`src/rtl/ux607_uart_frac_br_gen_pkg.sv`:
```
// rtl/ux607_uart_frac_br_gen_pkg.sv - shared widths, limits and config types for the ux607 UART baud generator
package ux607_uart_pkg;

    localparam int OSR_MIN    = 3;
    localparam int DIV_W_DEF  = 16;
    localparam int FRAC_W_DEF = 4;
    localparam int OSR_W_DEF  = 5;

    typedef logic [DIV_W_DEF-1:0]  div_t;
    typedef logic [FRAC_W_DEF-1:0] frac_t;
    typedef logic [OSR_W_DEF-1:0]  osr_t;

endpackage

```
`src/rtl/ux607_uart_frac_br_gen_if.sv`:
```
// rtl/ux607_uart_frac_br_gen_if.sv - config/strobe bundle between the UART core and the baud generator
interface ux607_uart_frac_br_gen_if
    import ux607_uart_pkg::*;
#(
    parameter int DIV_W  = DIV_W_DEF,
    parameter int FRAC_W = FRAC_W_DEF,
    parameter int OSR_W  = OSR_W_DEF
);

    logic              baud_en;
    logic [DIV_W-1:0]  divisor;
    logic [FRAC_W-1:0] frac;
    logic [OSR_W-1:0]  osr;
    logic              rx_resync;
    logic              rx_data_sample;
    logic              rx_mid_sample;
    logic              tx_data_sample;
    logic              cfg_err;

    modport master (
        output baud_en, divisor, frac, osr, rx_resync,
        input  rx_data_sample, rx_mid_sample, tx_data_sample, cfg_err
    );

    modport slave (
        input  baud_en, divisor, frac, osr, rx_resync,
        output rx_data_sample, rx_mid_sample, tx_data_sample, cfg_err
    );

endinterface

```
`src/rtl/ux607_uart_frac_br_gen_prescaler.sv`:
```
// rtl/ux607_uart_frac_br_gen_prescaler.sv - shadowed integer/fractional prescaler producing the oversample tick
// Fractional accumulator is built only when UX607_UART_BR_FRAC_EN is defined.
module ux607_uart_br_prescaler
    import ux607_uart_pkg::*;
#(
    parameter int DIV_W  = DIV_W_DEF,
    parameter int FRAC_W = FRAC_W_DEF
) (
    input  logic              clk,
    input  logic              rst_n,
    input  logic              i_baud_en,
    input  logic [DIV_W-1:0]  i_divisor,
    input  logic [FRAC_W-1:0] i_frac,
    output logic              o_tick
);

    logic [DIV_W-1:0] r_div_s;
    logic [DIV_W:0]   r_pcnt;
    logic             r_tick;
    logic [DIV_W:0]   w_term;
    logic             w_wrap;

`ifdef UX607_UART_BR_FRAC_EN
    logic [FRAC_W-1:0] r_frac_s;
    logic [FRAC_W-1:0] r_acc;
    logic              r_carry;
    logic [FRAC_W:0]   w_acc_sum;

    // A carry out of the accumulator stretches the following period by one clock.
    assign w_term    = {1'b0, r_div_s} + {{DIV_W{1'b0}}, r_carry};
    assign w_acc_sum = {1'b0, r_acc} + {1'b0, r_frac_s};

    always_ff @(posedge clk or negedge rst_n) begin
        if (!rst_n) begin
            r_frac_s <= '0;
            r_acc    <= '0;
            r_carry  <= 1'b0;
        end else if (!i_baud_en) begin
            r_frac_s <= i_frac;
            r_acc    <= '0;
            r_carry  <= 1'b0;
        end else if (w_wrap) begin
            r_acc    <= w_acc_sum[FRAC_W-1:0];
            r_carry  <= w_acc_sum[FRAC_W];
        end
    end
`else
    logic w_frac_unused;

    assign w_term        = {1'b0, r_div_s};
    assign w_frac_unused = ^i_frac;
`endif

    assign w_wrap = (r_pcnt == w_term);

    always_ff @(posedge clk or negedge rst_n) begin
        if (!rst_n) begin
            r_div_s <= '0;
            r_pcnt  <= '0;
            r_tick  <= 1'b0;
        end else if (!i_baud_en) begin
            r_div_s <= i_divisor;
            r_pcnt  <= '0;
            r_tick  <= 1'b0;
        end else if (w_wrap) begin
            r_pcnt  <= '0;
            r_tick  <= 1'b1;
        end else begin
            r_pcnt  <= r_pcnt + {{DIV_W{1'b0}}, 1'b1};
            r_tick  <= 1'b0;
        end
    end

    assign o_tick = r_tick;

endmodule

```
`src/rtl/ux607_uart_frac_br_gen.sv`:
```
// rtl/ux607_uart_frac_br_gen.sv - UART baud generator: oversample tick, TX bit strobe, re-phasable RX mid-bit strobe
// Optional fractional divide selected by UX607_UART_BR_FRAC_EN (see prescaler).
module ux607_uart_frac_br_gen
    import ux607_uart_pkg::*;
#(
    parameter int DIV_W  = DIV_W_DEF,
    parameter int FRAC_W = FRAC_W_DEF,
    parameter int OSR_W  = OSR_W_DEF
) (
    input logic                     clk,
    input logic                     rst_n,
    ux607_uart_frac_br_gen_if.slave bus
);

    localparam logic [OSR_W-1:0] OSR_MIN_V = OSR_W'(OSR_MIN);

    logic             w_tick;
    logic [OSR_W-1:0] r_osr_s;
    logic             r_cfg_err;
    logic [OSR_W-1:0] r_tcnt;
    logic [OSR_W-1:0] r_rcnt;
    logic             r_tx;
    logic             r_mid;
    logic [OSR_W-1:0] w_osr_eff;
    logic [OSR_W-1:0] w_mid_pt;

    ux607_uart_br_prescaler #(
        .DIV_W  (DIV_W),
        .FRAC_W (FRAC_W)
    ) u_prescaler (
        .clk       (clk),
        .rst_n     (rst_n),
        .i_baud_en (bus.baud_en),
        .i_divisor (bus.divisor),
        .i_frac    (bus.frac),
        .o_tick    (w_tick)
    );

    // Too-small ratios are clamped so a bit always has a distinct centre tick.
    assign w_osr_eff = (r_osr_s < OSR_MIN_V) ? OSR_MIN_V : r_osr_s;
    assign w_mid_pt  = w_osr_eff >> 1;

    always_ff @(posedge clk or negedge rst_n) begin
        if (!rst_n) begin
            r_osr_s   <= '0;
            r_cfg_err <= 1'b0;
        end else if (!bus.baud_en) begin
            r_osr_s   <= bus.osr;
            r_cfg_err <= (bus.osr < OSR_MIN_V);
        end
    end

    always_ff @(posedge clk or negedge rst_n) begin
        if (!rst_n) begin
            r_tcnt <= '0;
            r_tx   <= 1'b0;
        end else if (!bus.baud_en) begin
            r_tcnt <= '0;
            r_tx   <= 1'b0;
        end else begin
            r_tx <= 1'b0;
            if (w_tick) begin
                if (r_tcnt == w_osr_eff) begin
                    r_tcnt <= '0;
                    r_tx   <= 1'b1;
                end else begin
                    r_tcnt <= r_tcnt + {{(OSR_W-1){1'b0}}, 1'b1};
                end
            end
        end
    end

    // Resync wins over a coincident tick: that tick neither advances nor strobes RX.
    always_ff @(posedge clk or negedge rst_n) begin
        if (!rst_n) begin
            r_rcnt <= '0;
            r_mid  <= 1'b0;
        end else if (!bus.baud_en) begin
            r_rcnt <= '0;
            r_mid  <= 1'b0;
        end else if (bus.rx_resync) begin
            r_rcnt <= '0;
            r_mid  <= 1'b0;
        end else begin
            r_mid <= w_tick && (r_rcnt == w_mid_pt);
            if (w_tick) begin
                r_rcnt <= (r_rcnt == w_osr_eff) ? '0 : r_rcnt + {{(OSR_W-1){1'b0}}, 1'b1};
            end
        end
    end

    assign bus.rx_data_sample = w_tick;
    assign bus.rx_mid_sample  = r_mid;
    assign bus.tx_data_sample = r_tx;
    assign bus.cfg_err        = r_cfg_err;

endmodule

```
`src/flat_wrapper.sv`:
```
// flat-port wrapper written by rule: the top's interface ports become plain ports
module ux607_uart_frac_br_gen_flat import ux607_uart_pkg::*;
#(
    parameter int DIV_W  = DIV_W_DEF,
    parameter int FRAC_W = FRAC_W_DEF,
    parameter int OSR_W  = OSR_W_DEF
)
  (clk, rst_n, bus_baud_en, bus_divisor, bus_frac, bus_osr, bus_rx_resync, bus_rx_data_sample, bus_rx_mid_sample, bus_tx_data_sample, bus_cfg_err);
  ux607_uart_frac_br_gen_if #(.DIV_W(DIV_W), .FRAC_W(FRAC_W), .OSR_W(OSR_W)) bus_i ();
  input logic clk;
  input logic rst_n;
  input wire logic [$bits(bus_i.baud_en)-1:0] bus_baud_en;
  input wire logic [$bits(bus_i.divisor)-1:0] bus_divisor;
  input wire logic [$bits(bus_i.frac)-1:0] bus_frac;
  input wire logic [$bits(bus_i.osr)-1:0] bus_osr;
  input wire logic [$bits(bus_i.rx_resync)-1:0] bus_rx_resync;
  output wire logic [$bits(bus_i.rx_data_sample)-1:0] bus_rx_data_sample;
  output wire logic [$bits(bus_i.rx_mid_sample)-1:0] bus_rx_mid_sample;
  output wire logic [$bits(bus_i.tx_data_sample)-1:0] bus_tx_data_sample;
  output wire logic [$bits(bus_i.cfg_err)-1:0] bus_cfg_err;
  assign bus_i.baud_en = bus_baud_en;
  assign bus_i.divisor = bus_divisor;
  assign bus_i.frac = bus_frac;
  assign bus_i.osr = bus_osr;
  assign bus_i.rx_resync = bus_rx_resync;
  assign bus_rx_data_sample = bus_i.rx_data_sample;
  assign bus_rx_mid_sample = bus_i.rx_mid_sample;
  assign bus_tx_data_sample = bus_i.tx_data_sample;
  assign bus_cfg_err = bus_i.cfg_err;
  ux607_uart_frac_br_gen #(.DIV_W(DIV_W), .FRAC_W(FRAC_W), .OSR_W(OSR_W)) u_core (.clk(clk), .rst_n(rst_n), .bus(bus_i));
endmodule
```
`config.mk`:
```
export PLATFORM = sky130hd
export DESIGN_NAME = ux607_uart_frac_br_gen_flat
export DESIGN_NICKNAME = d
export VERILOG_FILES = /design/src/rtl/ux607_uart_frac_br_gen_pkg.sv /design/src/rtl/ux607_uart_frac_br_gen_if.sv /design/src/rtl/ux607_uart_frac_br_gen_prescaler.sv /design/src/rtl/ux607_uart_frac_br_gen.sv /design/src/flat_wrapper.sv
export SDC_FILE = /design/constraint.sdc
export NUM_CORES = 1
export LEC_CHECK = 0
export CAP_MARGIN = 20
export CORE_MARGIN = 5
export CORE_UTILIZATION = 30
export CTS_CLUSTER_SIZE = 16
export DETAILED_ROUTE_END_ITERATION = 6
export GPL_ROUTABILITY_DRIVEN = 0
export PLACE_DENSITY = 0.5
export REMOVE_ABC_BUFFERS = 1
export SYNTH_ARGS = -nofsm -noshare
export SYNTH_HDL_FRONTEND = slang
export SYNTH_SLANG_ARGS = --single-unit
export TNS_END_PERCENT = 5
```
`constraint.sdc`:
```
create_clock -name clk -period 2.9 [get_ports clk]
set_input_delay 0.58 -clock clk [delete_from_list [all_inputs] [get_ports clk]]
set_output_delay 0.58 -clock clk [all_outputs]
set_load 0.1 [all_outputs]
```
==> impl.org <==
** Route
- First-pass DRT Iterations :: 4
- Once detail routing completed, the nets flagged for antenna violations numbered 0.
- After detailed routing, the total wire length is 5037 um.
- Average wire length per cell after detail routing :: 13.02 um
- For this block, the initial DRC count from the detailed router was 29.
- Via-per-instance ratio :: 4.651
- In the routed design, unresolved DRC markers number 0.
- Total number of vias :: 1800

** CTS
- Cells resized by post-CTS repair :: 0
- In this run the number of H-tree levels came out at 2.
- Insertion delay to the later sink of the worst-skew pair :: 0.31 ns
- Number of buffers added by the clock tree synthesis step :: 5
- Clock transition at path regs :: 0.10 ns
- Cts-stage hold buffer count :: 0
- The tree built by TritonCTS fans out to 52 sinks.
- CTS placed an instance of clkbuf_8 at the clock tree root.
- Bufs on Longest Clock Path :: 2
- Buffers inserted by post-CTS timing repair :: 0
- TritonCTS built the clock tree.

** Placed design
- Total placed cells including tap cells :: 379
- Detailed Place HPWL :: 3761 um
- During placement, the flow inserted port buffers numbering 28.

** Floorplanning
- The die is 104.8 um wide.
- The initial utilization of the core area, before any placement, comes to 0.3090.
- 33 I/O pins were placed.
- Area of the die :: 0.01098 mm2
- The floorplan has 34 rows.
- The die is 104.8 um tall.
- In this run the standard cell core region covers 0.008721 mm2.

** STA
- Post-Route Hold Slack :: 0.2038 ns
- Setup repair after global routing left no endpoint under its margin.
- Maximum frequency from static timing analysis :: 529.0 MHz
- Number of failing hold endpoints at the final stage :: 0
- Final slew viol count :: 0
- Number of endpoints failing setup at the final stage :: 0
- Transition time at the pin with the least slew margin :: 0.5884 ns
- The clock arrives with 0.005049 ns of skew.
- Of the available clock period, the critical path in the final layout requires 0.6518.
- Measured against its own limit, the worst slew margin works out to 0.6069.
- Final critical path time including I/O delays and setup :: 1.890 ns
- After routing, the total negative slack on setup checks comes to 0 ns.

** Power
- The internal portion of the total power is 0.001117 W.
- Leakage power total :: 1.339 nW
- Of the total power, the clock network draws 0.342.
- Switching Fraction :: 0.2454
- In this run the power density over the cells is 464.5 mW/mm2.
- Of the total power, combinational logic draws 0.120.
- Worst-case vdd ir drop :: 328.7 uV
- Power share of the sequential group :: 0.538
- Overall power consumption after layout is estimated at 0.001480 W.
- The analysis attributes to net switching a power of 0.0003631 W.

** Logic synthesis
- Cell types occupying the most area after synthesis :: dfrtp_1 48%, mux2_2 8.8%, xor2_1 7.1%
- Number of enable flip-flop cells after synthesis :: 0
- Each instance of the synthesized netlist takes up on average 10.87 um2.
- Of the synthesized area, sequential elements account for 0.4828.
- Number of instances in the synthesized netlist :: 248
- By count the netlist is led by 52 x dfrtp_1, 23 x nor2_1, 22 x xor2_1, 21 x mux2_2, 21 x xnor2_1.
- Of all cell types, the one taking the most synthesized area is dfrtp_1.
- The most used flip-flop cell after synthesis is dfrtp_1.
- In this run the cell area of the synthesized design comes to 0.002695 mm2.
- Synthesis inferred 52 register bits.
- Unique masters post-synth :: 42
- Synth top area share :: 0.4828
- Share of synthesized flip-flops with an asynchronous set or reset :: 1.000
- During synthesis, Yosys emitted a total of 0 warnings.
- Yosys instantiated no cell more often than dfrtp_1.

** Layout
- Post-route insts no fill :: 387
- In the final design database the tool counted 310 nets.
- Proportion of layout cells with a drive suffix above 1 :: 0.1649
- Post-synthesis to final-layout area growth :: 18.20%
- Diode count :: 0

** Global routing
- Initial antenna violation count :: 0
- The via count of the first global-routing pass came to 1853.
- Largest net degree at the start of global routing :: 29
- Overflow after GRT :: 0
- The first global-routing pass estimated 8832 um of wire.
- For this run, the total global-route usage over all layers was measured as 0.09595.

** Setup path
- For the worst setup path, the data required time is 3.11 ns.
- In this run the critical register-to-register path is captured at u_core.u_prescaler.r_pcnt[2]$_DFF_PN0_.
- In this design, the stage delay of the slowest critical-path cell is 0.46 ns.
- Cell chain of the critical path :: xor2_1, nor4_1, nand2_1, o41ai_4, buf_4, nor2_1
- Critical path endpoint category :: register
- Setup slack on the worst flop-to-flop path :: 1.01 ns
- Arrival time at the worst endpoint :: 2.10 ns
- The critical path is of the reg2reg type.
- Counting both buffers and inverters, the worst setup path holds a total of 1.
- For the worst flop-to-flop path, the logic depth is 6.
- Cell type group with the largest total delay on the critical path :: simple AND/OR/NAND/NOR gates
- STA classifies the critical path startpoint as a register.
- FF-to-FF Start :: u_core.u_prescaler.r_pcnt[4]$_DFF_PN0_
- Crit path max-delay cell type :: dfrtp_1
- Along the worst path, the maximum fanout reaches 10.

** Status
- Outcome :: completed

** Flow run
- Max Cap Violations :: 0

** Min path
- HP Class :: in2async
==> kinds of logic (layout without fill, tap and decap cells) <==
family,count (synthesis),count (layout),share of synthesized area
AO/OA/AOI/OAI,24,24,0.06871
XOR/XNOR,43,43,0.1397
adder cells (fa/ha/maj),3,3,0.01393
buffers and inverters,14,45,0.02739
flip-flops,52,52,0.4828
multiplexers,22,22,0.09146
AND/OR/NAND/NOR,90,90,0.1759
==> layout by cell type, fill, tap and decap left out, drive strengths merged, types with 4 or more instances in the layout <==
master	netlist	routed
xor2	22	22
and2	4	4
dfrtp	52	52
buf	4	11
o21ai	6	6
and4	4	4
nand3	12	12
nor3	4	4
nor2	23	23
nor4	5	5
xnor2	21	21
clkbuf	7	6
mux2	21	21
nand2b	4	4
clkdlybuf4s50	0	23
nand2	18	18
==> metal layers <==
metal / global-route usage / share of wire
met4: 0.03014 / 0.014
met2: 0.1605 / 0.47
met1: 0.1209 / 0.48
met3: 0.02528 / 0.037
met5: 0 / 0
==> cell type report <==
class / count / area, um2
fillers: 873 / 5535
repair buffers: 34 / 310.3
clock buffers: 6 / 72.57
flip-flops and latches: 52 / 1301
multi-input cells: 182 / 1320
clock inverters: 2 / 35.03
well taps: 108 / 135.1
inverters: 3 / 11.26
==> how the worst max path moves through the flow <==
stage / start / end / slack [ns] / cells past startpoint
6_report: u_core.u_prescaler.r_pcnt[4]$_DFF_PN0_ / u_core.u_prescaler.r_pcnt[2]$_DFF_PN0_ / 1.01 / 6
5_1_grt: u_core.u_prescaler.r_pcnt[4]$_DFF_PN0_ / u_core.u_prescaler.r_pcnt[13]$_DFF_PN0_ / 0.86 / 6
4_1_cts: u_core.u_prescaler.r_pcnt[4]$_DFF_PN0_ / u_core.u_prescaler.r_pcnt[13]$_DFF_PN0_ / 0.95 / 6
3_5_place_dp: bus_baud_en / u_core.r_rcnt[4]$_DFFE_PN0P_ / 0.82 / 5
3_3_place_gp: bus_baud_en / u_core.r_rcnt[4]$_DFFE_PN0P_ / 0.83 / 5
2_1_floorplan: u_core.u_prescaler.o_tick$_DFF_PN0_ / u_core.r_rcnt[4]$_DFFE_PN0P_ / 0.90 / 3
==> metrics by stage <==
stage            util  setup WS (ns)  area, um2
2_1_floorplan       -         0.8997       2633
3_3_place_gp   0.3529         0.8266       3078
3_5_place_dp   0.3529         0.8192       3078
4_1_cts        0.3653         0.9497       3186
5_1_grt        0.3653         0.8619       3186
6_report       0.3653          1.010       3186
==> registers in the layout, summed over array words and instances, names as in the netlist <==
name,cells
u_core.bus.cfg_err,1
u_core.bus.rx_mid_sample,1
u_core.bus.tx_data_sample,1
u_core.r_osr_s,5
u_core.r_rcnt,5
u_core.r_tcnt,5
u_core.u_prescaler.o_tick,1
u_core.u_prescaler.r_div_s,16
u_core.u_prescaler.r_pcnt,17
==> power by group through the flow <==
stage	logic, W	registers, W	clock network (W)
global placement	0.000180	0.000811	0
global route	0.000200	0.000803	0.000542
detailed placement	0.000182	0.000812	0
CTS	0.000182	0.000798	0.000522
floorplan	0.0000989	0.000807	0
finish	0.000177	0.000797	0.000506
Power figures use the tool's default switching activity.
